===== src/rtl/arm_multicycle_core_if.sv =====
// Unified instruction/data memory port: the core requests, memory completes with ready.
interface arm_multicycle_core_if #(
  parameter int ADDR_W = 32
);
  logic              mem_req;
  logic              mem_we;
  logic [ADDR_W-1:0] mem_addr;
  logic [31:0]       mem_wdata;
  logic [31:0]       mem_rdata;
  logic              mem_ready;

  modport master (output mem_req, mem_we, mem_addr, mem_wdata,
                  input  mem_rdata, mem_ready);
  modport slave  (input  mem_req, mem_we, mem_addr, mem_wdata,
                  output mem_rdata, mem_ready);
endinterface


===== src/rtl/arm_multicycle_core.sv =====
// Multicycle ARM subset core: conditional DP, LDR/STR (imm offset), B/BL over one
// shared memory port that may insert wait states.
module arm_multicycle_core #(
  parameter logic [31:0] RESET_PC = 32'h0000_0000,
  parameter int          ADDR_W   = 32
) (
  input  logic                  clk,
  input  logic                  rst_n,
  arm_multicycle_core_if.master mem,
  output logic [31:0]           pc,
  output logic [31:0]           instr,
  output logic [3:0]            flags,
  output logic                  retire
);

  typedef enum logic [3:0] {
    START, FETCH, DECODE, EXEC, ALUWB, MEMADR, MEMRD, MEMWR, MEMWB, BRANCH
  } state_t;

  state_t      state_reg, state_next;
  logic [31:0] pc_reg, instr_reg, a_reg, b_reg, res_reg, addr_reg, data_reg;
  logic [3:0]  flags_reg;
  logic        c_alu_reg, v_alu_reg;
  logic [31:0] regs [0:14];

  logic [3:0]  cond, cmd, rn, rd, rm, b_idx;
  logic [1:0]  op;
  logic        imm_i, s_bit, up, load, link;
  logic [7:0]  imm8;
  logic [11:0] imm12;
  logic [23:0] imm24;

  assign cond  = instr_reg[31:28];
  assign op    = instr_reg[27:26];
  assign imm_i = instr_reg[25];
  assign cmd   = instr_reg[24:21];
  assign link  = instr_reg[24];
  assign up    = instr_reg[23];
  assign s_bit = instr_reg[20];
  assign load  = instr_reg[20];
  assign rn    = instr_reg[19:16];
  assign rd    = instr_reg[15:12];
  assign rm    = instr_reg[3:0];
  assign imm8  = instr_reg[7:0];
  assign imm12 = instr_reg[11:0];
  assign imm24 = instr_reg[23:0];

  // Second read port serves Rm for data processing and Rd (store data) for memory ops.
  logic [31:0] pc_plus4, a_val, b_val;
  assign pc_plus4 = pc_reg + 32'd4;
  assign b_idx    = (op == 2'b01) ? rd : rm;
  assign a_val    = (rn == 4'd15) ? pc_plus4 : regs[rn];
  assign b_val    = (b_idx == 4'd15) ? pc_plus4 : regs[b_idx];

  logic is_add, is_sub, is_cmp, is_orr, is_arith;
  assign is_cmp   = (cmd == 4'b1010);
  assign is_add   = (cmd == 4'b0100);
  assign is_sub   = (cmd == 4'b0010) || is_cmp;
  assign is_orr   = (cmd == 4'b1100);
  assign is_arith = is_add || is_sub;

  logic [32:0] sum33, diff33;
  logic [31:0] alu_res;
  logic        alu_c, alu_v;
  assign sum33  = {1'b0, a_reg} + {1'b0, b_reg};
  assign diff33 = {1'b0, a_reg} + {1'b0, ~b_reg} + 33'd1;

  always_comb begin
    alu_res = a_reg & b_reg;
    alu_c   = 1'b0;
    alu_v   = 1'b0;
    if (is_add) begin
      alu_res = sum33[31:0];
      alu_c   = sum33[32];
      alu_v   = (a_reg[31] == b_reg[31]) && (alu_res[31] != a_reg[31]);
    end else if (is_sub) begin
      alu_res = diff33[31:0];
      alu_c   = diff33[32];
      alu_v   = (a_reg[31] != b_reg[31]) && (alu_res[31] != a_reg[31]);
    end else if (is_orr) begin
      alu_res = a_reg | b_reg;
    end
  end

  logic cond_pass, fn, fz, fc, fv;
  assign {fn, fz, fc, fv} = flags_reg;
  always_comb begin
    case (cond)
      4'b0000: cond_pass = fz;
      4'b0001: cond_pass = !fz;
      4'b0010: cond_pass = fc;
      4'b0011: cond_pass = !fc;
      4'b0100: cond_pass = fn;
      4'b0101: cond_pass = !fn;
      4'b0110: cond_pass = fv;
      4'b0111: cond_pass = !fv;
      4'b1000: cond_pass = fc && !fz;
      4'b1001: cond_pass = !fc || fz;
      4'b1010: cond_pass = (fn == fv);
      4'b1011: cond_pass = (fn != fv);
      4'b1100: cond_pass = !fz && (fn == fv);
      4'b1101: cond_pass = fz || (fn != fv);
      default: cond_pass = 1'b1;
    endcase
  end

  always_ff @(posedge clk or negedge rst_n) begin
    if (!rst_n) state_reg <= START;
    else        state_reg <= state_next;
  end

  logic        req_c, we_c, retire_c, rf_we, flags_we;
  logic [3:0]  rf_waddr;
  logic [31:0] rf_wdata;

  always_comb begin
    state_next = state_reg;
    req_c      = 1'b0;
    we_c       = 1'b0;
    retire_c   = 1'b0;
    rf_we      = 1'b0;
    rf_waddr   = rd;
    rf_wdata   = res_reg;
    flags_we   = 1'b0;
    case (state_reg)
      START:  state_next = FETCH;
      FETCH: begin
        req_c = 1'b1;
        if (mem.mem_ready) state_next = DECODE;
      end
      DECODE: begin
        if (!cond_pass || op == 2'b11) begin
          retire_c   = 1'b1;
          state_next = FETCH;
        end else if (op == 2'b00) state_next = EXEC;
        else if (op == 2'b01)     state_next = MEMADR;
        else                      state_next = BRANCH;
      end
      EXEC:   state_next = ALUWB;
      ALUWB: begin
        rf_we      = !is_cmp;
        flags_we   = s_bit || is_cmp;
        retire_c   = 1'b1;
        state_next = FETCH;
      end
      MEMADR: state_next = load ? MEMRD : MEMWR;
      MEMRD: begin
        req_c = 1'b1;
        if (mem.mem_ready) state_next = MEMWB;
      end
      MEMWB: begin
        rf_we      = 1'b1;
        rf_wdata   = data_reg;
        retire_c   = 1'b1;
        state_next = FETCH;
      end
      MEMWR: begin
        req_c = 1'b1;
        we_c  = 1'b1;
        if (mem.mem_ready) begin
          retire_c   = 1'b1;
          state_next = FETCH;
        end
      end
      BRANCH: begin
        rf_we      = link;
        rf_waddr   = 4'd14;
        rf_wdata   = pc_reg;
        retire_c   = 1'b1;
        state_next = FETCH;
      end
      default: state_next = START;
    endcase
  end

  always_ff @(posedge clk or negedge rst_n) begin
    if (!rst_n) begin
      pc_reg    <= RESET_PC;
      instr_reg <= '0;
      flags_reg <= '0;
      a_reg     <= '0;
      b_reg     <= '0;
      res_reg   <= '0;
      addr_reg  <= '0;
      data_reg  <= '0;
      c_alu_reg <= 1'b0;
      v_alu_reg <= 1'b0;
    end else begin
      if (state_reg == FETCH && mem.mem_ready) begin
        instr_reg <= mem.mem_rdata;
        pc_reg    <= pc_plus4;
      end
      if (state_reg == DECODE) begin
        a_reg <= a_val;
        b_reg <= (op == 2'b00 && imm_i) ? {24'd0, imm8} : b_val;
      end
      if (state_reg == EXEC) begin
        res_reg   <= alu_res;
        c_alu_reg <= alu_c;
        v_alu_reg <= alu_v;
      end
      if (state_reg == MEMADR)
        addr_reg <= up ? a_reg + {20'd0, imm12} : a_reg - {20'd0, imm12};
      if (state_reg == MEMRD && mem.mem_ready) data_reg <= mem.mem_rdata;
      // pc here already points at the next instruction, so target = fetch + 8 + offset.
      if (state_reg == BRANCH) pc_reg <= pc_plus4 + {{6{imm24[23]}}, imm24, 2'b00};
      if (rf_we && rf_waddr == 4'd15) pc_reg <= rf_wdata;
      if (flags_we)
        flags_reg <= {res_reg[31], res_reg == 32'd0,
                      is_arith ? c_alu_reg : flags_reg[1],
                      is_arith ? v_alu_reg : flags_reg[0]};
    end
  end

  always_ff @(posedge clk or negedge rst_n) begin
    if (!rst_n) begin
      for (int i = 0; i < 15; i++) regs[i] <= '0;
    end else if (rf_we && rf_waddr != 4'd15) begin
      regs[rf_waddr] <= rf_wdata;
    end
  end

  logic [31:0] addr_full;
  assign addr_full     = (state_reg == MEMRD || state_reg == MEMWR) ? addr_reg : pc_reg;
  assign mem.mem_req   = req_c;
  assign mem.mem_we    = we_c;
  assign mem.mem_addr  = addr_full[ADDR_W-1:0];
  assign mem.mem_wdata = b_reg;

  assign pc     = pc_reg;
  assign instr  = instr_reg;
  assign flags  = flags_reg;
  assign retire = retire_c;

endmodule


===== src/flat_wrapper.sv =====
// flat-port wrapper written by rule: the top's interface ports become plain ports
module arm_multicycle_core_flat 
#(
  parameter logic [31:0] RESET_PC = 32'h0000_0000,
  parameter int          ADDR_W   = 32
)
  (clk, rst_n, pc, instr, flags, retire, mem_mem_req, mem_mem_we, mem_mem_addr, mem_mem_wdata, mem_mem_rdata, mem_mem_ready);
  arm_multicycle_core_if #(.ADDR_W(ADDR_W)) mem_i ();
  input  logic clk;
  input  logic rst_n;
  output logic [31:0] pc;
  output logic [31:0] instr;
  output logic [3:0] flags;
  output logic retire;
  output wire logic [$bits(mem_i.mem_req)-1:0] mem_mem_req;
  output wire logic [$bits(mem_i.mem_we)-1:0] mem_mem_we;
  output wire logic [$bits(mem_i.mem_addr)-1:0] mem_mem_addr;
  output wire logic [$bits(mem_i.mem_wdata)-1:0] mem_mem_wdata;
  input wire logic [$bits(mem_i.mem_rdata)-1:0] mem_mem_rdata;
  input wire logic [$bits(mem_i.mem_ready)-1:0] mem_mem_ready;
  assign mem_mem_req = mem_i.mem_req;
  assign mem_mem_we = mem_i.mem_we;
  assign mem_mem_addr = mem_i.mem_addr;
  assign mem_mem_wdata = mem_i.mem_wdata;
  assign mem_i.mem_rdata = mem_mem_rdata;
  assign mem_i.mem_ready = mem_mem_ready;
  arm_multicycle_core #(.RESET_PC(RESET_PC), .ADDR_W(ADDR_W)) u_core (.clk(clk), .rst_n(rst_n), .mem(mem_i), .pc(pc), .instr(instr), .flags(flags), .retire(retire));
endmodule

===== config.mk =====
export PLATFORM = sky130hd
export DESIGN_NAME = arm_multicycle_core_flat
export DESIGN_NICKNAME = d
export VERILOG_FILES = /design/src/rtl/arm_multicycle_core_if.sv /design/src/rtl/arm_multicycle_core.sv /design/src/flat_wrapper.sv
export SDC_FILE = /design/constraint.sdc
export NUM_CORES = 2
export LEC_CHECK = 0
export ABC_AREA = 1
export BUFFER_PORTS_ARGS = -buffer_cell sky130_fd_sc_hd__buf_2
export CORE_MARGIN = 3
export CORE_UTILIZATION = 39
export CTS_BUF_LIST = sky130_fd_sc_hd__clkbuf_16
export CTS_CLUSTER_SIZE = 25
export DETAILED_ROUTE_END_ITERATION = 10
export PLACE_DENSITY = 0.64
export SYNTH_ARGS = -nofsm -noshare
export SYNTH_HDL_FRONTEND = slang
export SYNTH_SLANG_ARGS = --single-unit

===== constraint.sdc =====
create_clock -name clk -period 5.8 [get_ports clk]
set_input_delay 1.16 -clock clk [delete_from_list [all_inputs] [get_ports clk]]
set_output_delay 1.16 -clock clk [all_outputs]
set_load 0.01 [all_outputs]

After elaboration in Yosys (flattened, before gate mapping)
Index checks and enable logic that the tools add are counted.
{"block": "classes", "add_sub_neg": 7, "order_cmp": 4, "eq_ne": 41, "mux": 43, "n_bitwise": 6, "reduce_logical": 33}
{"cell": "2-to-1 mux 32 bit", "count": 16}
{"cell": "bitwise mux 480 bit", "count": 1}
{"cell": "binary-select mux 32 bit (select 4 bit)", "count": 2}
{"cell": "demux 32 bit (select 4 bit)", "count": 1}
{"cell": "adder 32 x 32 -> 33 bit", "count": 2}
{"cell": "one-hot mux 32 bit (2 select lines)", "count": 1}
{"cell": "equality test 4 bit (second input constant)", "count": 13}
{"cell": "equality test 4 x 3 -> 1 bit (second input constant)", "count": 9}
{"cell": "adder 33 x 1 -> 33 bit (second input constant)", "count": 1}
{"cell": "adder 32 x 12 -> 32 bit", "count": 1}
{"cell": "adder 32 x 3 -> 32 bit (second input constant)", "count": 1}
{"cell": "adder 32 bit", "count": 1}
{"cell": "AND 32 bit", "count": 1}
{"cell": "zero test 32 bit", "count": 1}
{"cell": "2-to-1 mux 4 bit", "count": 8}
{"cell": "inverter 32 bit", "count": 1}
{"cell": "bitwise OR 32 bit", "count": 1}
{"cell": "subtractor 32 x 12 -> 32 bit", "count": 1}
{"cell": "one-hot mux 4 bit (7 select lines)", "count": 1}
{"cell": "equality test 4 x 2 -> 1 bit (second input constant)", "count": 5}
{"cell": ">= comparator 5 bit (second input constant)", "count": 3}
{"cell": "inverter 4 -> 5 bit", "count": 3}
{"cell": "one-hot mux 1 bit (14 select lines)", "count": 1}
{"cell": "logical AND 1 bit", "count": 10}
{"cell": "other kinds (19)", "count": 49}
{"block": "totals", "regBits": 714, "input_bits": 35, "elab_cells": 161}

Longest topological paths before layout
{"block": "logic_depth", "ltp_word": 8, "depth_mapped": 24}

Worst setup path after synthesis
OpenSTA, ideal clock, no wires.
{"block": "synth_path", "kind": "reg-to-reg", "startpoint": "register u_core.instr_reg[1] (netlist: u_core.instr[1])", "endpoint": "register u_core.addr_reg[22]", "t_arrival_ns": 3.235, "slack_ns": 2.435, "stages_incl_launch_ff": 18, "n_path_buf": 0, "synth_period_minus_slack_ns": 3.365, "path_cell_list": "dfrtp_1 inv_1 ha_1 nand3_1 nor3_1 inv_1 nor3_1 a31oi_1 xor2_1 ha_1 nand2_1 nor2_1 nand2_1 o21ai_0 a21oi_1 or2_2 nand3_1 o21ai_0"}
{"block": "synth_between", "elab_chain_len": 2, "word_cells_on_any_way": 3}
{"element": "start: declaration", "line_no": "arm_multicycle_core.sv:21", "source": "logic [31:0] pc_reg, instr_reg, a_reg, b_reg, res_reg, addr_reg, data_reg;"}
{"element": "start signal: assignment", "line_no": "arm_multicycle_core.sv:190", "source": "instr_reg <= mem.mem_rdata;"}
{"element": "subtractor 32 x 12 -> 32 bit or adder 32 x 12 -> 32 bit (tied branches)", "line_no": "arm_multicycle_core.sv:203", "source": "addr_reg <= up ? a_reg + {20'd0, imm12} : a_reg - {20'd0, imm12};"}
{"element": "2-to-1 mux 32 bit *", "line_no": "arm_multicycle_core.sv:203"}
{"element": "end signal: assignment", "line_no": "arm_multicycle_core.sv:203"}
{"element": "end: declaration", "line_no": "arm_multicycle_core.sv:21"}
Mark *: on every way between the ends. The rest lies on a longest branch, timed or not.
A chain may end at the register's enable or synchronous reset.

Final worst setup path
{"block": "layout_path", "startpoint": "register u_core.state_reg[3]", "endpoint": "output port mem_mem_addr[21]"}
{"block": "layout_between", "elab_chain_len": 3, "word_cells_on_any_way": 4}
{"element": "start: declaration", "line_no": "arm_multicycle_core.sv:20", "source": "state_t state_reg, state_next;"}
{"element": "start signal: assignment", "line_no": "arm_multicycle_core.sv:109", "source": "else state_reg <= state_next;"}
{"element": "equality test 4 x 3 -> 1 bit", "line_no": "arm_multicycle_core.sv:224", "source": "assign addr_full = (state_reg == MEMRD || state_reg == MEMWR) ? addr_reg : pc_reg;"}
{"element": "logical OR 1 bit *", "line_no": "arm_multicycle_core.sv:224"}
{"element": "2-to-1 mux 32 bit *", "line_no": "arm_multicycle_core.sv:224"}
{"element": "end: declaration", "line_no": "flat_wrapper.sv:17", "source": "output wire logic [$bits(mem_i.mem_addr)-1:0] mem_mem_addr;"}
Marks and branches as above.

==> results_dict.tcl <==
set metrics [dict create \
    rows 126 \
    area_growth_pct 11.8 \
    clock_path_buffers 3 \
    power_density_nw_per_um2 703 \
    drc 0 \
    cts_setup_buffers 0 \
    coreArea_sq_um 119000 \
    grt_pass1_wl_mm 331 \
    fmax_mhz 199 \
    io_pins 170 \
    drt-total-wl_mm 231 \
    synth_edf_count 0 \
    yosysTopAreaCellShare 0.380 \
    worst_pin_slew_ps 1520 \
    layout.nets 6972 \
    placed_cell_area_sq_um 49700 \
    status "finished, violations left" \
    fin_setup_tns_ps 0 \
    synthArstFlopShare 1.00 \
    die_w_microns 353 \
    synthMuxAreaShare 0.00594 \
    gp_congestion 1.07 \
    track_usage 0.359 \
    fin_ws_ps 767 \
    hold_viol 0 \
    violations "max-capacitance violations, max-slew violations" \
    htreeDepth 3 \
    clock_latency_ps 720 \
    hold_buffers 0 \
    antenna_found_initial 18 \
    grt_overflow 0 \
    leakagePower_nw 24.6 \
    final.min_clock_period_ps 5030 \
    clock_tree.root_cell "clkbuf_16" \
    startpoint_type "flop" \
    largest_reg_flops 480 \
    finalMaxSlewViolations 3 \
    via_count 50300 \
    path_class "reg2out" \
    synthCells 6774 \
    via_per_inst 5.96 \
    synth_warnings 0 \
    worst_ep_required_time_ps 4640 \
    maxCapViolCount 1 \
    max_slew_margin -0.0270 \
    synth_compound_area_frac 0.218 \
    place_ws_ps 1550 \
    rsz0062_at_grt "false" \
    synth-seq-cells 714 \
    yosys.area_share.simple 0.245 \
    holdCritPathClass "in2async" \
    ir_drop_uv 351 \
    hpwlAfterDp_mm 165 \
    start_util 0.396 \
    yosysMostFrequentCell "nand2_1" \
    endpoint_kind "primary output" \
    drive_above_1_share 0.0805 \
    io_buffers 169 \
    yosysSeqAreaShare 0.380 \
    path_clk_slew_ps 60 \
    cts_tree "yes" \
    synthTopCellsByCount "nand2_1 (1774), o21ai_0 (887), inv_1 (745)" \
    synth.area.top_cells "dfrtp_1 (38%), nand2_1 (14%), o21ai_0 (9.5%), inv_1 (6.0%), a21oi_1 (4.6%)" \
    synthXorXnorAreaFrac 0.00951 \
    die_h_microns 353 \
    syn_avg_cell_area_sq_um 6.93 \
    clkSinkCount 714 \
    synth_flop_cell "dfrtp_1" \
    grt_pass1_vias 46700 \
    yosysTopAreaCell "dfrtp_1" \
    path_max_fanout 66 \
    drt_iter0_markers 6984 \
    wire_per_inst_microns 27.3 \
    dieArea_sq_um 125000 \
    netlist_area_sq_um 47000 \
    synth_top_family_by_area "simple AND/OR/NAND/NOR gates" \
    drtAntennaViolNets 0 \
    grt_max_degree 142 \
    period_share 0.868 \
    synth_cell_types 54 \
    drt_pass1_iterations 8 \
    setup_viol 0 \
    cts-resized-gates 0 \
    finalInstanceArea_sq_um 52500 \
    top_register "u_core.regs" \
    fin_hold_ws_ps 455 \
    syn-num-nets 6978 \
    r2r_setup_slack_ps 1440 \
    timing.critical_path.arrival_ps 3870 \
    finClkSkew_ps 61.5 \
    synth-adder-area-share 0.0457 \
    cts_made_buffers 85 \
]
==> cells in the final DEF (no fill, tap or decap), drive strengths merged, types with 3 or more instances in the layout <==
cell / Yosys / final
nand2: 1778 / 1778
o21ai: 1026 / 1026
inv: 754 / 772
dfrtp: 714 / 714
nor2: 468 / 468
a21oi: 427 / 427
nand3: 359 / 359
buf: 100 / 308
ha: 165 / 165
o211ai: 141 / 141
nand4: 92 / 92
clkbuf: 301 / 85
nor3: 66 / 66
o2111ai: 62 / 62
clkinv: 10 / 52
xor2: 46 / 46
a22oi: 42 / 42
o221ai: 32 / 32
o22ai: 31 / 31
or2: 26 / 26
mux2: 23 / 23
a31oi: 14 / 14
o21bai: 14 / 14
nor4: 13 / 13
a221oi: 11 / 11
o21a: 11 / 11
diode: 0 / 8
bufinv: 0 / 8
a21o: 7 / 7
a21boi: 6 / 6
xnor2: 5 / 5
and2: 4 / 4
a22o: 4 / 4
fa: 4 / 4
o31ai: 3 / 3
==> routing by layer <==
metal | vias up | track usage | wire length (microns)
li1 | 22500 | - | -
met1 | 23900 | 0.463 | 90100
met2 | 3157 | 0.531 | 97000
met3 | 749 | 0.100 | 26500
met4 | 10 | 0.221 | 17200
met5 | - | 0 | 65
==> metrics by stage <==
step	total power [mW]	cells	utilization
floorplan	21.1	6774	-
finish	36.9	8444	0.442
CTS	36.0	8435	0.442
detailed placement	30.5	8280	0.419
global route	38.9	8436	0.442
global placement	30.4	8280	0.419
==> path summary, 6_finish.rpt <==
path | startpoint | endpoint | depth (start not counted)
worst min-delay path | rst_n | u_core.regs[356]$_DFFE_PN0P_ | 1
worst max-delay path | u_core.state_reg[3]$_DFFE_PN0P_ | mem_mem_addr[21] | 5
min in group clk | u_core.regs[409]$_DFFE_PN0P_ | u_core.regs[409]$_DFFE_PN0P_ | 2
worst min register to register | u_core.regs[409]$_DFFE_PN0P_ | u_core.regs[409]$_DFFE_PN0P_ | 2
worst max register to register | u_core.pc[2]$_DFFE_PN0N_ | u_core.pc[21]$_DFFE_PN0N_ | 18
max in group asynchronous | rst_n | u_core.instr[17]$_DFFE_PN0P_ | 2
==> cell type report <==
| type | instances | area [sq um] |
|---|---|---|
| tap | 1600 | 2000 |
| clock inverter | 70 | 633 |
| clock buffer | 85 | 2130 |
| fill | 12400 | 66200 |
| antenna | 8 | 20.0 |
| multi-input combinational | 4895 | 24900 |
| inverter | 764 | 2870 |
| sequential | 714 | 17900 |
| timing repair buffer | 308 | 2100 |
==> where the power goes <==
group	total (mW)	leakage [nW]	switching, mW	internal, mW
Sequential	8.79	9.42	1.99	6.80
Combinational	22.6	13.7	16.5	6.19
Clock	5.47	1.40	2.42	3.05
==> critical path, cell delays in order (launching register included) <==
cell and delay [ps]:
dfrtp_1 460, nor2_1 350, nand2_2 840, nor2_1 870, a21oi_1 350, buf_2 280
==> cell families after synthesis <==
kind of cell / Yosys count
AND/OR/NAND/NOR: 2811
XOR/XNOR: 51
buffers and inverters: 1165
adder cells (fa/ha/maj): 169
AO/OA/AOI/OAI: 1839
multiplexers: 25
flip-flops: 714
Note: power is estimated with default switching activity, not from simulation.
